==> src/rtl/align_pkg.sv <==
// Shared types and helpers for the RV32IC fetch realigner.
//
// Contents:
//   halfword_t     - one 16-bit instruction parcel
//   INST_C_LEN     - byte length of a compressed instruction
//   INST_LEN       - byte length of a full 32-bit instruction
//   head_kind_e    - what the buffer head currently holds
//   is_compressed  - RVC test on the low parcel of an instruction

package align_pkg;

  typedef logic [15:0] halfword_t;

  localparam int INST_C_LEN = 2;
  localparam int INST_LEN   = 4;

  // Classification of the halfword(s) at the buffer head:
  //   HEAD_EMPTY   - nothing buffered
  //   HEAD_PENDING - low half of a 32-bit instruction, upper half not yet fetched
  //   HEAD_COMP    - a complete 16-bit instruction
  //   HEAD_FULL    - a complete 32-bit instruction
  typedef enum logic [1:0] {
    HEAD_EMPTY,
    HEAD_PENDING,
    HEAD_COMP,
    HEAD_FULL
  } head_kind_e;

  // Any parcel whose two low bits are not 2'b11 is a 16-bit instruction.
  function automatic logic is_compressed(input halfword_t hw);
    return hw[1:0] != 2'b11;
  endfunction

endpackage

==> src/rtl/halfword_fifo.sv <==
// Circular halfword store for the fetch realigner.
//
// Accepts 0..PUSH_MAX halfwords per cycle at the tail and releases 0..2
// halfwords per cycle from the head. The two head entries are exposed as
// hw0/hw1 so the consumer can assemble a 32-bit instruction in place.
//
// Ports:
//   clk        - clock
//   reset      - synchronous active-high reset, empties the store
//   clear      - synchronous empty request (redirect), same effect as reset
//   push_cnt   - number of halfwords to append this cycle
//   push_data  - halfwords to append, entry i at bits [16*i +: 16]
//   pop_cnt    - number of halfwords to drop from the head this cycle
//   count      - halfwords currently stored (0..DEPTH)
//   hw0, hw1   - head entry and the entry behind it

module halfword_fifo
  import align_pkg::*;
#(
  parameter int DEPTH    = 4,
  parameter int PUSH_MAX = 2,
  localparam int CW = $clog2(DEPTH + 1),
  localparam int PW = $clog2(DEPTH),
  localparam int NW = $clog2(PUSH_MAX + 1)
) (
  input  logic                  clk,
  input  logic                  reset,
  input  logic                  clear,
  input  logic [NW-1:0]         push_cnt,
  input  logic [PUSH_MAX*16-1:0] push_data,
  input  logic [1:0]            pop_cnt,
  output logic [CW-1:0]         count,
  output halfword_t             hw0,
  output halfword_t             hw1
);

  halfword_t       mem [DEPTH];
  logic [PW-1:0]   rd_ptr;
  logic [PW-1:0]   wr_ptr;

  // Pointer advance modulo DEPTH. Offsets never exceed DEPTH, so a single
  // conditional subtract is enough and DEPTH need not be a power of two.
  function automatic logic [PW-1:0] wrap_add(input logic [PW-1:0] base,
                                             input int offset);
    int sum;
    sum = int'(base) + offset;
    if (sum >= DEPTH) begin
      sum = sum - DEPTH;
    end
    return PW'(sum);
  endfunction

  // Storage write: the first push_cnt entries of push_data land in
  // consecutive slots starting at the tail. The producer only pushes when
  // there is room, so these slots never overlap live entries.
  always_ff @(posedge clk) begin
    for (int i = 0; i < PUSH_MAX; i++) begin
      if (!clear && (i < int'(push_cnt))) begin
        mem[wrap_add(wr_ptr, i)] <= push_data[i*16 +: 16];
      end
    end
  end

  // Pointer and occupancy bookkeeping; push and pop may both happen in one
  // cycle and the count moves by their difference.
  always_ff @(posedge clk) begin
    if (reset || clear) begin
      rd_ptr <= '0;
      wr_ptr <= '0;
      count  <= '0;
    end else begin
      wr_ptr <= wrap_add(wr_ptr, int'(push_cnt));
      rd_ptr <= wrap_add(rd_ptr, int'(pop_cnt));
      count  <= count + CW'(push_cnt) - CW'(pop_cnt);
    end
  end

  assign hw0 = mem[rd_ptr];
  assign hw1 = mem[wrap_add(rd_ptr, 1)];

endmodule

==> src/rtl/fetch_align_buffer.sv <==
// Instruction realigner between instruction memory and decode (RV32IC).
//
// Fetch words of FETCH_W bits are split into halfwords and buffered; one
// aligned instruction (16- or 32-bit) is presented to decode per handshake,
// together with its PC and a compressed flag. A 32-bit instruction whose
// halves arrive in different fetch words is held until both are present.
// A redirect (flush) empties the buffer and moves the head PC.
//
// Optional build macro:
//   FETCH_ALIGN_ILLEGAL_EN - adds output inst_illegal, raised while the head
//                            instruction is the all-zero RVC parcel.
//
// Ports:
//   clk          - clock
//   reset        - synchronous active-high reset
//   fetch_valid  - fetch word valid
//   fetch_ready  - buffer has room for a full fetch word
//   fetch_pc     - byte address of fetch_data
//   fetch_data   - fetched word, little-endian halfwords
//   flush        - redirect (taken jump/branch)
//   flush_pc     - new head PC on flush (bit 0 ignored)
//   inst_valid   - inst_out/pc_out hold a complete instruction
//   inst_ready   - decode accepts the instruction
//   inst_out     - instruction, compressed ones zero-extended
//   pc_out       - PC of inst_out
//   inst_is_c    - inst_out is a 16-bit instruction
//   stall_pc     - fetch should hold its PC (inverse of fetch_ready)
//   inst_illegal - (FETCH_ALIGN_ILLEGAL_EN only) defined-illegal RVC parcel

module fetch_align_buffer
  import align_pkg::*;
#(
  parameter int          FETCH_W  = 32,
  parameter int          BUF_HW   = 4,
  parameter logic [31:0] RESET_PC = 32'h0000_0000
) (
  input  logic               clk,
  input  logic               reset,
  input  logic               fetch_valid,
  output logic               fetch_ready,
  input  logic [31:0]        fetch_pc,
  input  logic [FETCH_W-1:0] fetch_data,
  input  logic               flush,
  input  logic [31:0]        flush_pc,
  output logic               inst_valid,
  input  logic               inst_ready,
  output logic [31:0]        inst_out,
  output logic [31:0]        pc_out,
  output logic               inst_is_c,
  output logic               stall_pc
`ifdef FETCH_ALIGN_ILLEGAL_EN
  ,
  output logic               inst_illegal
`endif
);

  localparam int FW_HW  = FETCH_W / 16;
  localparam int SKIP_W = $clog2(FETCH_W / 8) - 1;
  localparam int CW     = $clog2(BUF_HW + 1);
  localparam int NW     = $clog2(FW_HW + 1);

  logic [CW-1:0]     buf_count;
  halfword_t         hw0;
  halfword_t         hw1;
  logic [31:0]       head_pc;
  logic              ready_en;
  logic              first_fetch;
  logic              has_space;
  logic              push_fire;
  logic              pop_fire;
  logic [SKIP_W-1:0] skip;
  logic [NW-1:0]     push_cnt;
  logic [FETCH_W-1:0] push_data;
  logic [1:0]        pop_cnt;
  head_kind_e        head_kind;
  logic              unused_pc_bits;

  // Fetch is held off while reset is asserted and opens on the first clock
  // edge that sees reset low.
  always_ff @(posedge clk) begin
    if (reset) begin
      ready_en <= 1'b0;
    end else begin
      ready_en <= 1'b1;
    end
  end

  // The room test uses the registered count only, ignoring a pop in the same
  // cycle. This keeps fetch_ready free of any path from inst_ready.
  assign has_space   = (BUF_HW - int'(buf_count)) >= FW_HW;
  assign fetch_ready = ready_en & ~reset & has_space;
  assign stall_pc    = ~fetch_ready;

  assign push_fire = fetch_valid & fetch_ready & ~flush;

  // Tracks whether the next accepted word is the first one since reset or a
  // redirect. Only that word can start in the middle.
  always_ff @(posedge clk) begin
    if (reset || flush) begin
      first_fetch <= 1'b1;
    end else if (push_fire) begin
      first_fetch <= 1'b0;
    end
  end

  // Leading halfwords below the wanted PC are dropped. For the first word
  // after a redirect the wanted PC is head_pc; memory may report either the
  // word-aligned address or head_pc itself, and taking the offset from
  // head_pc is correct in both cases. Later words are word-aligned.
  assign skip      = first_fetch ? head_pc[SKIP_W:1] : fetch_pc[SKIP_W:1];
  assign push_cnt  = push_fire ? (NW'(FW_HW) - NW'(skip)) : '0;
  assign push_data = fetch_data >> {skip, 4'b0000};

  halfword_fifo #(
    .DEPTH    (BUF_HW),
    .PUSH_MAX (FW_HW)
  ) u_fifo (
    .clk       (clk),
    .reset     (reset),
    .clear     (flush),
    .push_cnt  (push_cnt),
    .push_data (push_data),
    .pop_cnt   (pop_cnt),
    .count     (buf_count),
    .hw0       (hw0),
    .hw1       (hw1)
  );

  // Classify the head: a compressed parcel is complete on its own, a 32-bit
  // one needs its upper parcel to be buffered as well.
  always_comb begin
    head_kind = HEAD_EMPTY;
    if (buf_count != '0) begin
      if (is_compressed(hw0)) begin
        head_kind = HEAD_COMP;
      end else if (buf_count >= CW'(2)) begin
        head_kind = HEAD_FULL;
      end else begin
        head_kind = HEAD_PENDING;
      end
    end
  end

  // Instruction assembly straight from the buffer head. Outputs only change
  // on a pop, a flush or a reset, so they hold steady under backpressure.
  always_comb begin
    inst_valid = 1'b0;
    inst_is_c  = 1'b0;
    inst_out   = '0;
    case (head_kind)
      HEAD_COMP: begin
        inst_valid = 1'b1;
        inst_is_c  = 1'b1;
        inst_out   = {16'h0000, hw0};
      end
      HEAD_FULL: begin
        inst_valid = 1'b1;
        inst_out   = {hw1, hw0};
      end
      default: begin
      end
    endcase
  end

  assign pc_out = head_pc;

  // A flush discards any same-cycle pop along with the buffered contents.
  assign pop_fire = inst_valid & inst_ready & ~flush;
  assign pop_cnt  = pop_fire ? (inst_is_c ? 2'd1 : 2'd2) : 2'd0;

  // Head PC follows the consumed instructions; a redirect overrides it.
  always_ff @(posedge clk) begin
    if (reset) begin
      head_pc <= RESET_PC;
    end else if (flush) begin
      head_pc <= {flush_pc[31:1], 1'b0};
    end else if (pop_fire) begin
      head_pc <= head_pc + (inst_is_c ? 32'(INST_C_LEN) : 32'(INST_LEN));
    end
  end

`ifdef FETCH_ALIGN_ILLEGAL_EN
  // The all-zero RVC parcel is architecturally illegal; it is still
  // delivered and consumed like any other compressed instruction.
  assign inst_illegal = inst_valid & inst_is_c & (hw0 == 16'h0000);
`endif

  // Address bits that carry no information for the realigner.
  assign unused_pc_bits = ^{fetch_pc[31:SKIP_W+1], fetch_pc[0], flush_pc[0]};

endmodule

==> config.mk <==
export PLATFORM = sky130hd
export DESIGN_NAME = fetch_align_buffer
export DESIGN_NICKNAME = d
export VERILOG_FILES = /design/src/rtl/align_pkg.sv /design/src/rtl/halfword_fifo.sv /design/src/rtl/fetch_align_buffer.sv
export SDC_FILE = /design/constraint.sdc
export NUM_CORES = 1
export LEC_CHECK = 0
export CAP_MARGIN = 5
export CORE_MARGIN = 2
export CORE_UTILIZATION = 49
export DETAILED_ROUTE_END_ITERATION = 6
export PLACE_DENSITY = 0.81
export SYNTH_ARGS = -nofsm -noshare
export SYNTH_HDL_FRONTEND = slang
export SYNTH_SLANG_ARGS = --single-unit
==> constraint.sdc <==
create_clock -name clk -period 3.9 [get_ports clk]
set_input_delay 0.585 -clock clk [delete_from_list [all_inputs] [get_ports clk]]
set_output_delay 0.585 -clock clk [all_outputs]
set_load 0.03 [all_outputs]
**Yosys cells after proc, flatten, opt, wreduce, memory -nomap -nowiden**

Memory sizes are Yosys's and may differ from the RTL's. A register that Yosys moved wholly into a read port is not among the register bits.
Cells that the tools add are included.

- Register bits after elaboration: 41
- Memory bits (writable): 64
- Memories: 1

- $add $sub $neg: 14
- Order comparisons: 9
- Equal/unequal tests: 3
- Shift operators: 1
- Mux-type cells: 26
- Bitwise operators: 9
- Reductions and logical operators: 8

Memories:

| name | words | bits a word | rd ports | clocked after Yosys merged registers in | write ports | RTL line | text |
|---|---|---|---|---|---|---|---|
| u_fifo.mem | 4 | 16 | 2 | 1 | 2 | halfword_fifo.sv:37 | `halfword_t mem [DEPTH];` |

Operators by type and width:

| operator | number |
|---|---|
| two-way mux 32 bit | 2 |
| case mux 32 bit (2 select lines) | 1 |
| adder 32 x 3 -> 32 bit | 1 |
| right shift 32 x 5 -> 32 bit | 1 |
| two-way mux 2 bit | 14 |
| greater-or-equal comparator 3 bit, second input constant | 4 |
| subtractor 2 x 1 -> 2 bit, second input constant | 5 |
| two-way mux 1 bit | 8 |
| adder 2 x 1 -> 3 bit, second input constant | 2 |
| adder 2 x 2 -> 3 bit | 2 |
| bitwise AND 1 bit | 6 |
| == test 2 bit, second input constant | 2 |
| greater-or-equal comparator 4 x 3 -> 1 bit, second input constant | 1 |
| < comparator 1 x 2 -> 1 bit, first input constant | 2 |
| OR reduction 2 bit | 2 |
| subtractor 3 x 3 -> 4 bit, first input constant | 1 |
| adder 3 x 2 -> 3 bit | 1 |
| greater-or-equal comparator 2 x 3 -> 1 bit, second input constant | 1 |
| greater-or-equal comparator 3 x 2 -> 1 bit, second input constant | 1 |
| two-way mux 3 bit | 1 |
| inverter 1 bit | 3 |
| nonzero test 3 bit | 1 |
| subtractor 3 x 2 -> 3 bit | 1 |
| logical AND 1 bit | 2 |
| 5 further kinds | 5 |

**Longest topological paths before layout**

Gate-level depths: netlist of the first run.

- Depth after elaboration: 14
- Depth in mapped cells: 14
- Depth with buffers taken out: 12

**By module**

Synthesis of the first run repeated with hierarchy kept, for this count alone.

- Cell total of the unflattened synthesis: 536
- Area, all modules: 6428.7 sq um

By module, submodules not included:

| module | times used | cells an instance | area an instance (sq um) | seq. area each (sq um) |
|---|---|---|---|---|
| halfword_fifo | 1 | 224 | 3940.0 | 2062.0 |
| fetch_align_buffer | 1 | 312 | 2488.6 | 660.6 |

**Worst setup path before layout of the first run**

OpenSTA, ideal clock, no wires.

- Kind: flip-flop to flip-flop
- Start point: register, netlist name u_fifo.rd_ptr[1]
- End point: register head_pc[21] (netlist: pc_out[21])
- Library setup time: 0.115 ns
- Arrival: 3.425 ns
- Setup slack: 0.360 ns
- Cell stages (with the launch flop): 15
- Buffers on the path: 2
- Clock period less this slack: 3.540 ns
- Path through: dfxtp_1 -> buf_6 -> mux4_2 -> nand2_1 -> nand2b_1 -> inv_1 -> ha_1 -> inv_1 -> fa_1 -> nand3b_1 -> or3_1 -> buf_1 -> nor4b_2 -> xor2_1 -> o21a_1

RTL lines:

| item | RTL line | text |
|---|---|---|
| end signal, assigned | fetch_align_buffer.sv:176 | `head_pc <= {flush_pc[31:1], 1'b0};` |
| end signal, assigned | fetch_align_buffer.sv:178 | `head_pc <= head_pc + (inst_is_c ? 32'(INST_C_LEN) : 32'(INST_LEN));` |
| end, declared | fetch_align_buffer.sv:65 | `logic [31:0] head_pc;` |

==> flow_summary.yaml, run 1 <==
status:
  status: "finished, final reports clean"
synthesis:
  synthFlopType: "edfxtp_1"
  syn_area_per_cell_sq_um: 11.2
  synth_commonest_cells: "edfxtp_1 (64), o2bb2ai_1 (64), dfxtp_1 (40), inv_1 (40), nor2b_1 (37)"
  ys_warn_count: 0
  ys_types: 47
  yosys.area.top_type_share_pct: 30.6
  synth_fp_nets: 672
  ys_seq_area_share_pct: 43.3
  synth.cell_area_sq_mm: 0.00628
  ys_ff_latch: 104
  synth-edff-count: 64
  async_reset_ff_share_pct: 0
  synth_top_area_cell: "edfxtp_1"
  syn_inst: 563
  synth.area.top_cells: "edfxtp_1 (31%), dfxtp_1 (13%), mux4_2 (11%)"
timing:
  fmax_mhz: 276
  fin_skew_ns: 0.00779
  rsz0062_at_grt: "no"
  layout_min_cycle_time_ns: 3.62
  finalSetupViolations: 0
  period_share_pct: 92.8
  finalMaxSlewViolations: 0
  slew_headroom_pct: 28.4
  worst_slew_pin_slew_ns: 1.07
  fin_setup_tns_ns: 0
  hold_viol: 0
die:
  die_w_microns: 117
  initial_core_util_pct: 50.0
  die_h_microns: 117
  core_sq_mm: 0.0126
  rows: 41
  die_area_sq_mm: 0.0137
  io_pins: 169
route:
  drtAntennaViolNets: 0
  num_vias: 5127
  viasPerCell: 5.95
  firstDrtPassIters: 5
  dr.first_iter.drc_count: 490
  drc: 0
  met1Wirelength_mm: 6.58
  maxUsedRoutingLayer: "met4"
  route.met2.wl_mm: 8.50
  wl_met3_mm: 1.14
  wl_per_cell_microns: 19.2
  wl_mm: 16.5
cts:
  tritoncts.num_buffers: 9
  clk_latency_ns: 0.35
  cts_resized: 0
  clock_tree.buffer_depth: 2
  h-tree-depth: 3
  clock-sinks: 104
  cts_tree: "yes"
  postCtsSetupBuffers: 0
  clkTransAtPathRegs_ns: 0.07
  cts_hold_buf: 0
  root_buffer: "clkbuf_16"
placed_design:
  place.gp.congestion: 0.857
  port_buffers: 135
  dp_hpwl_mm: 11.6
  place_area_sq_mm: 0.00778
pwr:
  p_per_area_mw_per_mm2: 319
  p_leak_uw: 0.00280
  ir_worst_vdd_uv: 237
  power_uw: 2570
job:
  maxCapViolCount: 0
worst_setup_path:
  crit_required_ns: 4.15
  reg2reg_depth: 12
  worstPathMaxFanout: 9
  crit_type: "flip-flop to flip-flop"
  crit_path_start_kind: "flip-flop"
  crit_path_end_kind: "flip-flop"
  rrSetupSlack_ns: 0.28
  cp_data_arrival_time_ns: 3.87
global_routing:
  grt_overflow: 0
  grt_pass1_wl_mm: 25.7
  grt_pass1_vias: 5125
  grt_max_degree: 53
  grt_usage_pct: 24.7
  grt_antenna_before_repair: 0
cells_and_area:
  drive_gt1_share_pct: 16.4
  antenna_cells: 0
  syn2layout_area_growth_pct: 28.3
  fill_cells: 969
  final_nets: 794
  fin_area_sq_mm: 0.00806
worst_hold_path:
  hold_depth: 2
  hold_class: "flip-flop to flip-flop"
-- critical path, cell delays in order, from the launching register on --
cell,delay [ns]
dfxtp_2,0.40
mux4_2,0.57
nand2_1,0.13
nand2b_1,0.12
inv_1,0.16
ha_1,0.19
inv_1,0.05
fa_1,0.38
nand3b_1,0.27
or3_1,0.59
nor4_2,0.37
xor2_1,0.12
o21a_1,0.18
-- flip-flops by register name, summed over array words and instances, names as in the netlist --
register and flops:
first_fetch 1, pc_out 31, ready_en 1, u_fifo.count 3, u_fifo.mem 64, u_fifo.rd_ptr 2
u_fifo.wr_ptr 2
-- layout by cell type (no fill, tap or decap), types with 6 or more instances in the layout --
| cell type | instances |
|---|---|
| clkdlybuf4s50_1 | 118 |
| o2bb2ai_1 | 64 |
| edfxtp_1 | 64 |
| inv_1 | 40 |
| dfxtp_1 | 38 |
| nor2b_1 | 37 |
| a21oi_1 | 34 |
| buf_4 | 34 |
| nand2_1 | 33 |
| mux4_2 | 32 |
| o21a_1 | 27 |
| xor2_1 | 23 |
| nor3_1 | 18 |
| nand3_1 | 13 |
| nor4_2 | 13 |
| nor2_1 | 10 |
| xnor2_1 | 10 |
| clkbuf_16 | 9 |
| nand2b_1 | 6 |
-- metrics by stage --
stage          setup WS, ns  cells  util [%]  hold WS (ns)
4_1_cts               0.284    862      64.1         0.505
5_1_grt              0.0835    862      64.1         0.543
2_1_floorplan         0.360    563         -         0.453
3_3_place_gp          0.353    846      61.9         0.476
3_5_place_dp          0.315    846      61.9         0.491
6_report              0.280    862      64.1         0.497
-- power by group --
part           switching [uW]  internal (uW)  total, uW
Sequential               34.3           1210       1250
Clock                     423            437        860
Combinational             247            217        464
-- path summary, 6_finish.rpt --
check	startpoint	end
max reg2reg	u_fifo.rd_ptr[1]	pc_out[25]
max	u_fifo.rd_ptr[1]	pc_out[25]
min reg2reg	first_fetch	first_fetch
min	first_fetch	first_fetch
-- metal layers --
layer  vias up  track usage (%)
met1      2525             29.6
met2       223             44.0
met4         0             9.57
met5         -                0
met3        28             4.48
li1       2351                -
-- cell type report --
type | count | area [sq um] | share of cell area [%]
multi-input cells | 374 | 3190 | 39.6
flip-flops and latches | 104 | 2730 | 33.8
repair buffers | 156 | 1500 | 18.6
clock buffers | 10 | 229 | 2.84
well taps | 172 | 215 | 2.67
inverters | 40 | 150 | 1.86
clock inverters | 6 | 43.8 | 0.543
-- kinds of logic (layout without fill, tap and decap cells) --
| logic type | count (synthesis) | in the layout | synth area share, % |
|---|---|---|---|
| compound gates | 137 | 137 | 16.4 |
| buf+inv | 85 | 212 | 5.97 |
| fa+ha+maj | 8 | 8 | 1.95 |
| mux | 33 | 33 | 11.6 |
| flops | 104 | 104 | 43.3 |
| simple gates | 162 | 162 | 16.0 |
| other cells | 1 | 1 | 0.0597 |
| xor+xnor | 33 | 33 | 4.60 |
Power figures use the tool's default switching activity.
==> inputs of run 2 (changes only) <==
Settings changed: CORE_UTILIZATION 49 to 53, PLACE_DENSITY 0.81 to 0.87.
Clock period 3.9 ns to 4.2 ns, I/O delays scaled along.
==> run 2 against run 1 <==
Compared with the run above:
- the run now ends with design-rule violations left
- clock-buffer cell count is 1 lower
- via count decreased by 0.59%
- sequential power is 7% lower
- hold slack better by 0.0074 ns
- final cell count down 3.9%
- sequential share of layout area up 0.14 points
- die area decreased by 7.3%
- register-to-register slack improved by 0.28 ns
- utilization increased by 5.6 points
- clock skew grew 0.0017 ns
- global-route usage rose by 1.1 points
- non-clock buffer count is 5 lower
==> flow_summary.yaml, run 2 (synthesis gave the netlist of run 1 again) <==
route:
  firstDrtPassIters: 7
  num_vias: 5097
  viasPerCell: 6.16
  drc: 12
  wl_mm: 16.6
  dr.first_iter.drc_count: 366
  wl_per_cell_microns: 20.0
  drtAntennaViolNets: 0
die:
  die_w_microns: 113
  rows: 39
  io_pins: 169
  core_sq_mm: 0.0115
  die_area_sq_mm: 0.0127
  die_h_microns: 113
  initial_core_util_pct: 54.6
global_routing:
  grt_overflow: 0
  grt_antenna_before_repair: 0
  grt_max_degree: 72
  grt_pass1_vias: 5150
  grt_usage_pct: 25.8
  grt_pass1_wl_mm: 25.8
cts:
  cts_resized: 0
  tritoncts.num_buffers: 9
  h-tree-depth: 3
  clock-sinks: 104
  root_buffer: "clkbuf_16"
  cts_tree: "yes"
  clock_tree.buffer_depth: 2
  postCtsSetupBuffers: 0
  clk_latency_ns: 0.35
  cts_hold_buf: 0
  clkTransAtPathRegs_ns: 0.07
placed_design:
  dp_hpwl_mm: 11.2
  port_buffers: 135
  dp_slack_ns: 0.606
  place.gp.congestion: 0.853
cells_and_area:
  drive_gt1_share_pct: 13.9
  antenna_cells: 0
  layout_commonest_cell: "clkdlybuf4s50_1"
  syn2layout_area_growth_pct: 27.7
  largest_reg_flops: 64
  final_cell_mix: "clkdlybuf4s50_1 (134), o2bb2ai_1 (64), edfxtp_1 (64)"
  top_register: "u_fifo.mem"
  final_nets: 789
timing:
  finalMaxSlewViolations: 0
  period_share_pct: 93.6
  timing.hold.ws_ns: 0.504
  fmax_mhz: 254
  slew_headroom_pct: 30.6
  layout_min_cycle_time_ns: 3.93
  worst_slack_ns: 0.270
  rsz0062_at_grt: "no"
  hold_viol: 0
  worst_slew_pin_slew_ns: 1.04
  fin_skew_ns: 0.00952
  finalSetupViolations: 0
  fin_setup_tns_ns: 0
worst_setup_path:
  crit_path_end_kind: "output port"
  rrSetupSlack_ns: 0.56
  crit_type: "flip-flop to output port"
  cp_data_arrival_time_ns: 3.30
  crit_slowest_cell: "clkdlybuf4s50_1"
  path_cells: "mux4_2, and3_1, or2_1, nor2b_1, clkdlybuf4s50_1"
  crit_path_start_kind: "flip-flop"
  worstPathMaxFanout: 17
  critical-path-max-stage-delay_ns: 0.71
  crit_required_ns: 3.57
pwr:
  ir_worst_vdd_uv: 235
  p_per_area_mw_per_mm2: 304
  p_leak_uw: 0.00276
  power_uw: 2440
status:
  status: "finished with violations"
  failed_checks: "design-rule violations"
job:
  maxCapViolCount: 0
worst_hold_path:
  hold_class: "flip-flop to flip-flop"
run 2: layer usage:
layer | track usage (%) | wire [microns] | part of all wire (%) | vias up
li1 | - | - | - | 2337
met1 | 31.0 | 6250 | 38 | 2478
met2 | 46.8 | 8720 | 53 | 254
met3 | 3.64 | 1300 | 7.8 | 28
met4 | 10.1 | 286 | 1.7 | 0
met5 | 0 | 0 | 0 | -
run 2: final cells by class:
class	count	area [sq um]
fill	781	3490
multi-input combinational	374	3200
sequential	104	2730
timing repair buffer	151	1470
clock buffer	9	225
tap	143	179
inverter	40	150
clock inverter	7	78.8
run 2: stage by stage:
step / std cells / instance area [sq um] / util [%]
floorplan: 563 / 6280 / -
global placement: 812 / 7720 / 67.0
detailed placement: 812 / 7720 / 67.0
CTS: 828 / 8030 / 69.7
global route: 828 / 8030 / 69.7
finish: 828 / 8030 / 69.7
run 2: final timing paths:
kind | from | depth (start not counted) | to
min | first_fetch | 2 | first_fetch
max | u_fifo.mem[0][0] | 5 | inst_out[4]
max reg2reg | u_fifo.mem[0][0] | 12 | pc_out[21]
min reg2reg | first_fetch | 2 | first_fetch
run 2: critical path: cells and delay by family, from the launching register on:
kind          cells  cell delay [ns]
mux               1             0.53
simple gates      3             1.29
flops             1             0.42
buf+inv           1             0.71
run 2: power by group:
| part | switching [uW] | internal (uW) |
|---|---|---|
| logic | 230 | 197 |
| clock network | 388 | 470 |
| registers | 31.7 | 1130 |
| total | 650 | 1790 |
==> inputs of run 3 (changes only) <==
Settings changed: CAP_MARGIN 5 to 40.
==> run 3 against run 2 <==
Compared with the run above:
- the run still ends with design-rule violations left
- register-to-register slack about the same
- final cell count grew 0.12%
- clock power decreased by 0.5%
- worst setup slack got worse by 0.0024 ns
- sequential cell count unchanged
- power is 0.24% lower
- first-iteration DRC count up 24%
- final area about the same
- utilization up 0.065 points
- largest power group unchanged
==> flow_summary.yaml, run 3 (synthesis gave the netlist of run 1 again) <==
cts:
  clock_tree.buffer_depth: 2
  tritoncts.num_buffers: 9
  cts_tree: "yes"
  cts_resized: 0
  root_buffer: "clkbuf_16"
  cts_hold_buf: 0
  clkTransAtPathRegs_ns: 0.07
  postCtsSetupBuffers: 0
  clock-sinks: 104
  clk_latency_ns: 0.34
  h-tree-depth: 3
cells_and_area:
  layout_commonest_cell: "clkdlybuf4s50_1"
  drive_gt1_share_pct: 14.0
  largest_reg_flops: 64
  final_nets: 790
  fill_cells: 792
  syn2layout_area_growth_pct: 27.9
  antenna_cells: 0
  final_cell_mix: "clkdlybuf4s50_1 (134), o2bb2ai_1 (64), edfxtp_1 (64)"
  top_register: "u_fifo.mem"
placed_design:
  dp_hpwl_mm: 11.2
  place.gp.congestion: 0.853
  port_buffers: 135
timing:
  finalSetupViolations: 0
  fin_skew_ns: 0.0103
  slew_headroom_pct: 35.0
  timing.hold.ws_ns: 0.503
  finalMaxSlewViolations: 0
  layout_min_cycle_time_ns: 3.93
  fmax_mhz: 254
  period_share_pct: 93.6
  hold_viol: 0
  fin_setup_tns_ns: 0
  rsz0062_at_grt: "no"
  worst_slew_pin_slew_ns: 0.976
global_routing:
  grt_overflow: 0
  grt_pass1_vias: 5094
  grt_antenna_before_repair: 0
  grt_pass1_wl_mm: 26.0
  grt_max_degree: 72
  grt_usage_pct: 25.7
worst_hold_path:
  hold_class: "flip-flop to flip-flop"
pwr:
  p_leak_uw: 0.00277
  p_per_area_mw_per_mm2: 303
  ir_worst_vdd_uv: 214
die:
  die_area_sq_mm: 0.0127
  die_w_microns: 113
  io_pins: 169
  die_h_microns: 113
  initial_core_util_pct: 54.6
  rows: 39
  core_sq_mm: 0.0115
route:
  wl_mm: 16.3
  firstDrtPassIters: 7
  drc: 12
  dr.first_iter.drc_count: 454
  viasPerCell: 6.18
  wl_per_cell_microns: 19.6
  num_vias: 5123
  drtAntennaViolNets: 0
status:
  status: "finished with violations"
  failed_checks: "design-rule violations"
worst_setup_path:
  crit_required_ns: 3.57
  worstPathMaxFanout: 17
  crit_path_end_kind: "output port"
  crit_path_start_kind: "flip-flop"
  crit_type: "flip-flop to output port"
  cp_data_arrival_time_ns: 3.30
job:
  maxCapViolCount: 0
[run 3: cell count changes in the layout (fill, tap and decap cells not counted), sizes merged]
cell / before / now
buf: 17 / 18
[run 3: per-stage QoR]
stage / cell area [sq um] / total power (uW) / util [%] / setup WS, ns / std cells
detailed placement: 7730 / 1600 / 67.1 / 0.587 / 813
global route: 8030 / 2520 / 69.8 / 0.152 / 829
CTS: 8030 / 2440 / 69.8 / 0.277 / 829
global placement: 7720 / 1580 / 67.0 / 0.601 / 812
floorplan: 6280 / 1420 / - / 0.660 / 563
finish: 8030 / 2440 / 69.8 / 0.268 / 829
[run 3: critical path: stages (launching register included)]
cell and delay, ns:
edfxtp_1 0.45, mux4_2 0.54, and3_1 0.38, or2_1 0.59, nor2b_1 0.30, clkdlybuf4s50_1 0.71
[run 3: final timing paths]
| kind | start | to | slack, ns | depth (start not counted) |
|---|---|---|---|---|
| max | u_fifo.mem[0][0] | inst_out[4] | 0.27 | 5 |
| min | first_fetch | first_fetch | 0.50 | 2 |
| max reg2reg | u_fifo.mem[0][0] | pc_out[23] | 0.55 | 12 |
| min reg2reg | first_fetch | first_fetch | 0.50 | 2 |
[run 3: final cells by class]
cell class / count / area, sq um / share of cell area [%]
multi-input cells: 374 / 3200 / 39.8
inverters: 40 / 150 / 1.87
well taps: 143 / 179 / 2.23
flip-flops and latches: 104 / 2730 / 33.9
repair buffers: 152 / 1470 / 18.3
clock buffers: 9 / 225 / 2.80
clock inverters: 7 / 78.8 / 0.981
[run 3: report_power, final]
part | switching (uW) | leakage (uW) | internal (uW)
clock | 384 | 0.000151 | 470
combinational | 229 | 0.00171 | 197
sequential | 30.9 | 0.000911 | 1130
[run 3: metal layers]
| layer | global-route usage (%) | vias to the layer above | wire length [microns] |
|---|---|---|---|
| met5 | 0 | - | 0 |
| met4 | 9.11 | 0 | 335 |
| met3 | 3.70 | 32 | 1240 |
| met2 | 45.2 | 271 | 8470 |
| met1 | 32.7 | 2472 | 6210 |
| li1 | - | 2348 | - |
